[src/rtl/uart_pkg.sv]
`default_nettype none
// ============================================================================
// Module   : uart_pkg
// Purpose  : Shared UART types and constants for the transmit and receive side.
// Revision : 1.0
// ============================================================================
package uart_pkg;

  localparam int UART_DATA_W       = 8;
  localparam int UART_FRAME_CYCLES = 11;

  typedef enum logic [1:0] {
    ST_IDLE = 2'd0,
    ST_LOAD = 2'd1,
    ST_SEND = 2'd2,
    ST_GAP  = 2'd3
  } uart_tx_state_e;

endpackage
`default_nettype wire

[src/rtl/uart_sync_fifo.sv]
`default_nettype none
// ============================================================================
// Module   : uart_sync_fifo
// Purpose  : Single-clock byte FIFO with registered occupancy; DEPTH power of 2.
// Revision : 1.0
// ============================================================================
module uart_sync_fifo
  import uart_pkg::*;
#(
  parameter  int DEPTH = 16,
  localparam int AW    = $clog2(DEPTH)
) (
  input  logic                   clk,
  input  logic                   rst,
  input  logic [UART_DATA_W-1:0] push_data,
  input  logic                   push,
  input  logic                   pop,
  output logic [UART_DATA_W-1:0] pop_data,
  output logic [AW:0]            count,
  output logic                   full,
  output logic                   empty
);

  logic [UART_DATA_W-1:0] r_mem [DEPTH];
  logic [AW-1:0]          r_wr_ptr;
  logic [AW-1:0]          r_rd_ptr;
  logic [AW:0]            r_count;
  logic                   w_do_push;
  logic                   w_do_pop;

  // A full FIFO refuses pushes even when a pop frees a slot this cycle.
  assign full      = (r_count == (AW+1)'(DEPTH));
  assign empty     = (r_count == '0);
  assign w_do_push = push && !full;
  assign w_do_pop  = pop && !empty;
  assign pop_data  = r_mem[r_rd_ptr];
  assign count     = r_count;

  always_ff @(posedge clk) begin
    if (w_do_push && !rst) begin
      r_mem[r_wr_ptr] <= push_data;
    end
  end

  always_ff @(posedge clk) begin
    if (rst) begin
      r_wr_ptr <= '0;
      r_rd_ptr <= '0;
      r_count  <= '0;
    end else begin
      if (w_do_push) r_wr_ptr <= r_wr_ptr + 1'b1;
      if (w_do_pop)  r_rd_ptr <= r_rd_ptr + 1'b1;
      case ({w_do_push, w_do_pop})
        2'b10:   r_count <= r_count + 1'b1;
        2'b01:   r_count <= r_count - 1'b1;
        default: r_count <= r_count;
      endcase
    end
  end

endmodule
`default_nettype wire

[src/rtl/uart_tx_feeder.sv]
`default_nettype none
// ============================================================================
// Module   : uart_tx_feeder
// Purpose  : Byte FIFO plus frame-pacing FSM feeding the UART serializer.
//            Define UART_TX_LEVEL_EN to expose the FIFO occupancy on `level`.
// Revision : 1.0
// ============================================================================
module uart_tx_feeder
  import uart_pkg::*;
#(
  parameter  int DEPTH        = 16,
  parameter  int FRAME_CYCLES = UART_FRAME_CYCLES,
  parameter  int GAP_CYCLES   = 2,
  localparam int AW           = $clog2(DEPTH)
) (
  input  logic                   clk,
  input  logic                   rst,
  input  logic [UART_DATA_W-1:0] wr_data,
  input  logic                   wr_valid,
  output logic                   wr_ready,
  output logic [UART_DATA_W-1:0] ser_data,
  output logic                   ser_hold,
  output logic                   busy,
`ifdef UART_TX_LEVEL_EN
  output logic [AW:0]            level,
`endif
  output logic                   empty,
  output logic                   full
);

  localparam int c_CNT_MAX = (FRAME_CYCLES > GAP_CYCLES) ? FRAME_CYCLES : GAP_CYCLES;
  localparam int c_CNT_W   = $clog2(c_CNT_MAX + 1);
  localparam logic [c_CNT_W-1:0] c_SEND_LAST = c_CNT_W'(FRAME_CYCLES - 1);
  localparam logic [c_CNT_W-1:0] c_GAP_LAST  = c_CNT_W'(GAP_CYCLES - 1);

  uart_tx_state_e         r_state;
  uart_tx_state_e         w_next_state;
  logic [c_CNT_W-1:0]     r_cnt;
  logic [UART_DATA_W-1:0] r_ser_data;
  logic                   r_ser_hold;
  logic [UART_DATA_W-1:0] w_head;
  logic [AW:0]            w_count;
  logic                   w_pop;
  logic                   w_full;
  logic                   w_empty;

  uart_sync_fifo #(
    .DEPTH (DEPTH)
  ) u_fifo (
    .clk       (clk),
    .rst       (rst),
    .push_data (wr_data),
    .push      (wr_valid),
    .pop       (w_pop),
    .pop_data  (w_head),
    .count     (w_count),
    .full      (w_full),
    .empty     (w_empty)
  );

  // IDLE is always visited between frames, so a frame period is FRAME+GAP+2.
  always_comb begin
    w_next_state = r_state;
    w_pop        = 1'b0;
    case (r_state)
      ST_IDLE: begin
        if (!w_empty) begin
          w_pop        = 1'b1;
          w_next_state = ST_LOAD;
        end
      end
      ST_LOAD: w_next_state = ST_SEND;
      ST_SEND: if (r_cnt == c_SEND_LAST) w_next_state = ST_GAP;
      ST_GAP:  if (r_cnt == c_GAP_LAST)  w_next_state = ST_IDLE;
      default: w_next_state = ST_IDLE;
    endcase
  end

  always_ff @(posedge clk) begin
    if (rst) begin
      r_state <= ST_IDLE;
    end else begin
      r_state <= w_next_state;
    end
  end

  // Counter restarts on every state change; ser_hold is registered from next state.
  always_ff @(posedge clk) begin
    if (rst) begin
      r_cnt      <= '0;
      r_ser_data <= '0;
      r_ser_hold <= 1'b1;
    end else begin
      if (w_next_state != r_state) begin
        r_cnt <= '0;
      end else if (r_state == ST_SEND || r_state == ST_GAP) begin
        r_cnt <= r_cnt + 1'b1;
      end
      if (w_pop) begin
        r_ser_data <= w_head;
      end
      r_ser_hold <= (w_next_state != ST_SEND);
    end
  end

  assign ser_data = r_ser_data;
  assign ser_hold = r_ser_hold;
  assign busy     = (r_state != ST_IDLE);
  assign empty    = w_empty;
  assign full     = w_full;
  assign wr_ready = !w_full;

`ifdef UART_TX_LEVEL_EN
  assign level = w_count;
`else
  logic w_unused_count;
  assign w_unused_count = ^w_count;
`endif

endmodule
`default_nettype wire

[config.mk]
export PLATFORM = sky130hd
export DESIGN_NAME = uart_tx_feeder
export DESIGN_NICKNAME = d
export VERILOG_FILES = /design/src/rtl/uart_pkg.sv /design/src/rtl/uart_sync_fifo.sv /design/src/rtl/uart_tx_feeder.sv
export SDC_FILE = /design/constraint.sdc
export NUM_CORES = 1
export LEC_CHECK = 0
export ABC_AREA = 1
export BUFFER_PORTS_ARGS = -buffer_cell sky130_fd_sc_hd__clkbuf_2
export CORE_MARGIN = 1
export CORE_UTILIZATION = 40
export DETAILED_ROUTE_END_ITERATION = 6
export PLACE_DENSITY_LB_ADDON = 0.05
export SYNTH_ARGS = -nofsm -noshare
export SYNTH_HDL_FRONTEND = slang
export SYNTH_SLANG_ARGS = --single-unit
[constraint.sdc]
create_clock -name clk -period 6.3 [get_ports clk]
set_clock_uncertainty 0.1 [all_clocks]
set_input_delay 1.26 -clock clk [delete_from_list [all_inputs] [get_ports clk]]
set_output_delay 1.26 -clock clk [all_outputs]
set_load 0.02 [all_outputs]
==> implementation parameters <==
Parameter                              Value

Clock network
  Number of buffers inserted by hold repair at cts ... 0
  Post-cts sizing count ... 0
  Clock sink count ... 156
  Clock Root Buffer ... sky130_fd_sc_hd__clkbuf_16
  Clock buffer count from CTS ... 17
  Latest clock arrival within the worst-skew pair ... 0.42 ns
  Maximum number of buffers from clock root to sink ... 2
  CTS HTree Levels ... 4
  Clock tree from TritonCTS ... done
  Clock-pin slew on the worst setup and hold paths ... 0.06 ns
  Buffers inserted during post-CTS setup optimization ... 0

Global routing
  Wire length of the first global-routing pass ... 26070 um
  Number of antenna violations at the first check in global routing ... 0
  Overflow left after global routing ... 0
  Pin count of the biggest net entering global routing ... 68
  Overall Global Routing Usage ... 0.2029
  Via count of the first global-routing pass ... 4457

Floorplan
  X dimension of the die ... 133.5 um
  Overall die area ... 0.01783 mm2
  Vertical die dimension ... 133.5 um
  I/O pin count ... 24
  Starting Density ... 0.4128
  Placement Rows ... 47
  Core area ... 0.01676 mm2

Run
  Number of max-cap violations ... 0

Setup path
  Category of the most critical setup path ... input port to flop
  Register-to-Register Setup Slack ... 3.58 ns
  Worst setup SP type ... input port
  Worst r2r src ... u_fifo.count[1]
  FF-to-FF End ... u_fifo.count[4]
  R2R depth ... 14
  Worst EP required ... 6.25 ns
  Worst setup path start ... rst
  CP Data Arrival Time ... 2.87 ns
  Highest fanout seen on the critical path ... 16
  Setup crit end kind ... flop

Routing
  DRC violations left ... 0
  Via density ... 4.915
  Wirelength per Cell ... 17.74 um
  Initial DRT Pass Iterations ... 7
  Via count ... 4718
  Violation count after the first detailed-routing iteration ... 348
  Number of antenna-violating nets in the routed design ... 0
  Routed wire length ... 17030 um

Yosys
  Area fraction of the dominant cell type after synthesis ... 0.5555
  Share of the yosys chip area belonging to registers ... 0.6365
  Average size of a mapped cell ... 9.691 um2
  Ranking of synthesized cells by area ... sky130_fd_sc_hd__edfxtp_1 (56%), sky130_fd_sc_hd__nand2_1 (12%), sky130_fd_sc_hd__dfxtp_1 (8.1%)
  Cell variety after synth ... 27
  Warning count from the yosys run ... 0
  Cell taking the most area after synthesis ... sky130_fd_sc_hd__edfxtp_1
  Cell Area, Synth ... 0.006919 mm2
  Count of mapped cells out of synthesis ... 714
  Net count after synthesis ... 738
  FF+latch count, synth ... 156

Power
  Worst voltage drop across the vdd grid ... 233.8 uV
  Power per standard cell area ... 418.1 mW/mm2
  Leakage Power ... 3.274 nW

Worst hold path
  Critical hold path startpoint ... u_fifo.count[4]
  Endpoint with the worst hold slack ... u_fifo.count[4]
  Count of cells along the worst hold path ... 2
  Path category of the worst min-delay check ... flop to flop

Final layout
  Area Growth Syn to Fin ... 11.88%
  Most common library cell in the layout ignoring fill and taps ... sky130_fd_sc_hd__nand2_1
  Final design utilization ... 0.4619
  Antenna diode count ... 0
  Nets@finish ... 751
  Most frequent cells in the layout ... sky130_fd_sc_hd__nand2_1 (226), sky130_fd_sc_hd__edfxtp_1 (128), sky130_fd_sc_hd__nand3_1 (103), sky130_fd_sc_hd__inv_1 (99), sky130_fd_sc_hd__nor2_1 (40)
  Proportion of layout cells with a drive suffix above 1 ... 0.08784

Timing
  Final Max Tran Viols ... 0
  Post-layout min period ... 2.916 ns
  Max-slew headroom at the worst pin ... 0.2463
  Final setup viols ... 0
  Unrepaired setup endpoints after global routing ... false
  Sum Neg Setup Slack ... 0 ns
  Final worst path period share ... 0.4629
  Final Hold Viols ... 0
  Least-Margin Pin Slew ... 1.129 ns
  Fmax ... 342.9 MHz

Placed design
  Port buffer count ... 23
  Post-detailed-placement half-perimeter wirelength ... 10910 um
  Gpl congestion ... 0.8796

Run status
  Status ... finished, final reports clean
## per-layer routing
| layer | part of all wire | GRT usage | wire length, um | vias to the layer above |
|---|---|---|---|---|
| met5 | 0 | 0 | 0 | - |
| met4 | 0.014 | 0.06692 | 242 | 0 |
| met3 | 0.038 | 0.03501 | 652 | 20 |
| met2 | 0.46 | 0.3108 | 7833 | 105 |
| met1 | 0.49 | 0.2919 | 8302 | 2265 |
| li1 | - | - | - | 2328 |
## synthesized netlist by cell type
cell and instances:
sky130_fd_sc_hd__a21boi_0 1, sky130_fd_sc_hd__a21oi_1 15, sky130_fd_sc_hd__buf_1 1, sky130_fd_sc_hd__buf_2 18, sky130_fd_sc_hd__buf_4 8, sky130_fd_sc_hd__buf_6 2
sky130_fd_sc_hd__clkbuf_1 2, sky130_fd_sc_hd__clkinv_1 2, sky130_fd_sc_hd__dfxtp_1 28, sky130_fd_sc_hd__edfxtp_1 128, sky130_fd_sc_hd__fa_1 1, sky130_fd_sc_hd__ha_1 12
sky130_fd_sc_hd__inv_1 99, sky130_fd_sc_hd__inv_2 3, sky130_fd_sc_hd__nand2_1 226, sky130_fd_sc_hd__nand2_2 2, sky130_fd_sc_hd__nand3_1 103, sky130_fd_sc_hd__nand4_1 1
sky130_fd_sc_hd__nand4_2 1, sky130_fd_sc_hd__nor2_1 40, sky130_fd_sc_hd__nor2_2 1, sky130_fd_sc_hd__nor3_1 2, sky130_fd_sc_hd__nor3b_2 1, sky130_fd_sc_hd__o21ai_0 9
sky130_fd_sc_hd__o21bai_1 1, sky130_fd_sc_hd__xnor2_1 1, sky130_fd_sc_hd__xor2_1 6
## metrics by stage
step / hold slack (ns) / power [mW] / instances / setup WS, ns / cell area (um2)
after floorplan: 0.3719 / 1.983 / 714 / 3.562 / 6919
after global placement: 0.4089 / 2.222 / 928 / 2.996 / 7142
after detailed placement: 0.4171 / 2.228 / 928 / 2.914 / 7142
after CTS: 0.4299 / 3.260 / 960 / 3.372 / 7741
after global routing: 0.4393 / 3.431 / 960 / 3.246 / 7741
final: 0.4300 / 3.237 / 960 / 3.384 / 7741
## worst max-delay path by stage
stage,endpoint,slack [ns]
floorplan,u_fifo.count[4],3.56
global placement,u_fifo.r_mem[15][5],3.00
detailed placement,u_fifo.r_mem[15][3],2.91
CTS,u_fifo.r_mem[15][4],3.37
global route,u_fifo.r_mem[15][4],3.25
finish,u_fifo.r_mem[15][4],3.38
## sequential cells by signal, summed over array words and instances (netlist names)
| signal | count |
|---|---|
| u_fifo.r_wr_ptr | 4 |
| ser_hold | 1 |
| ser_data | 8 |
| u_fifo.count | 5 |
| u_fifo.r_rd_ptr | 4 |
| u_fifo.r_mem | 128 |
| r_state | 2 |
| r_cnt | 4 |
## critical path, cell delays in order
cell                       delay, ns
sky130_fd_sc_hd__clkbuf_2       0.24
sky130_fd_sc_hd__inv_1          0.46
sky130_fd_sc_hd__nand3_1        0.26
sky130_fd_sc_hd__nor2_1         0.64
## cells by family (layout without fill, tap and decap cells)
family / count (synthesis) / in the layout / share of synthesized area
adder cells (fa/ha/maj): 13 / 13 / 0.02459
AND/OR/NAND/NOR: 377 / 377 / 0.2275
buffers and inverters: 135 / 161 / 0.08300
flip-flops: 156 / 156 / 0.6365
AO/OA/AOI/OAI: 26 / 26 / 0.01953
XOR/XNOR: 7 / 7 / 0.008861
## layout make-up
type / count / area, um2
clock buffer: 18 / 429.2
clock inverter: 14 / 170.2
fill: 1611 / 9019
inverter: 104 / 390.4
multi-input combinational: 423 / 1941
sequential: 156 / 4405
tap: 220 / 275.3
timing repair buffer: 25 / 130.1
## where the power goes
part           switching (mW)  internal, mW  total (mW)
clock                   0.410         0.623        1.03
sequential             0.0473          1.18        1.22
combinational           0.696         0.283       0.979
total                    1.15          2.08        3.24
Power figures use the tool's default switching activity.
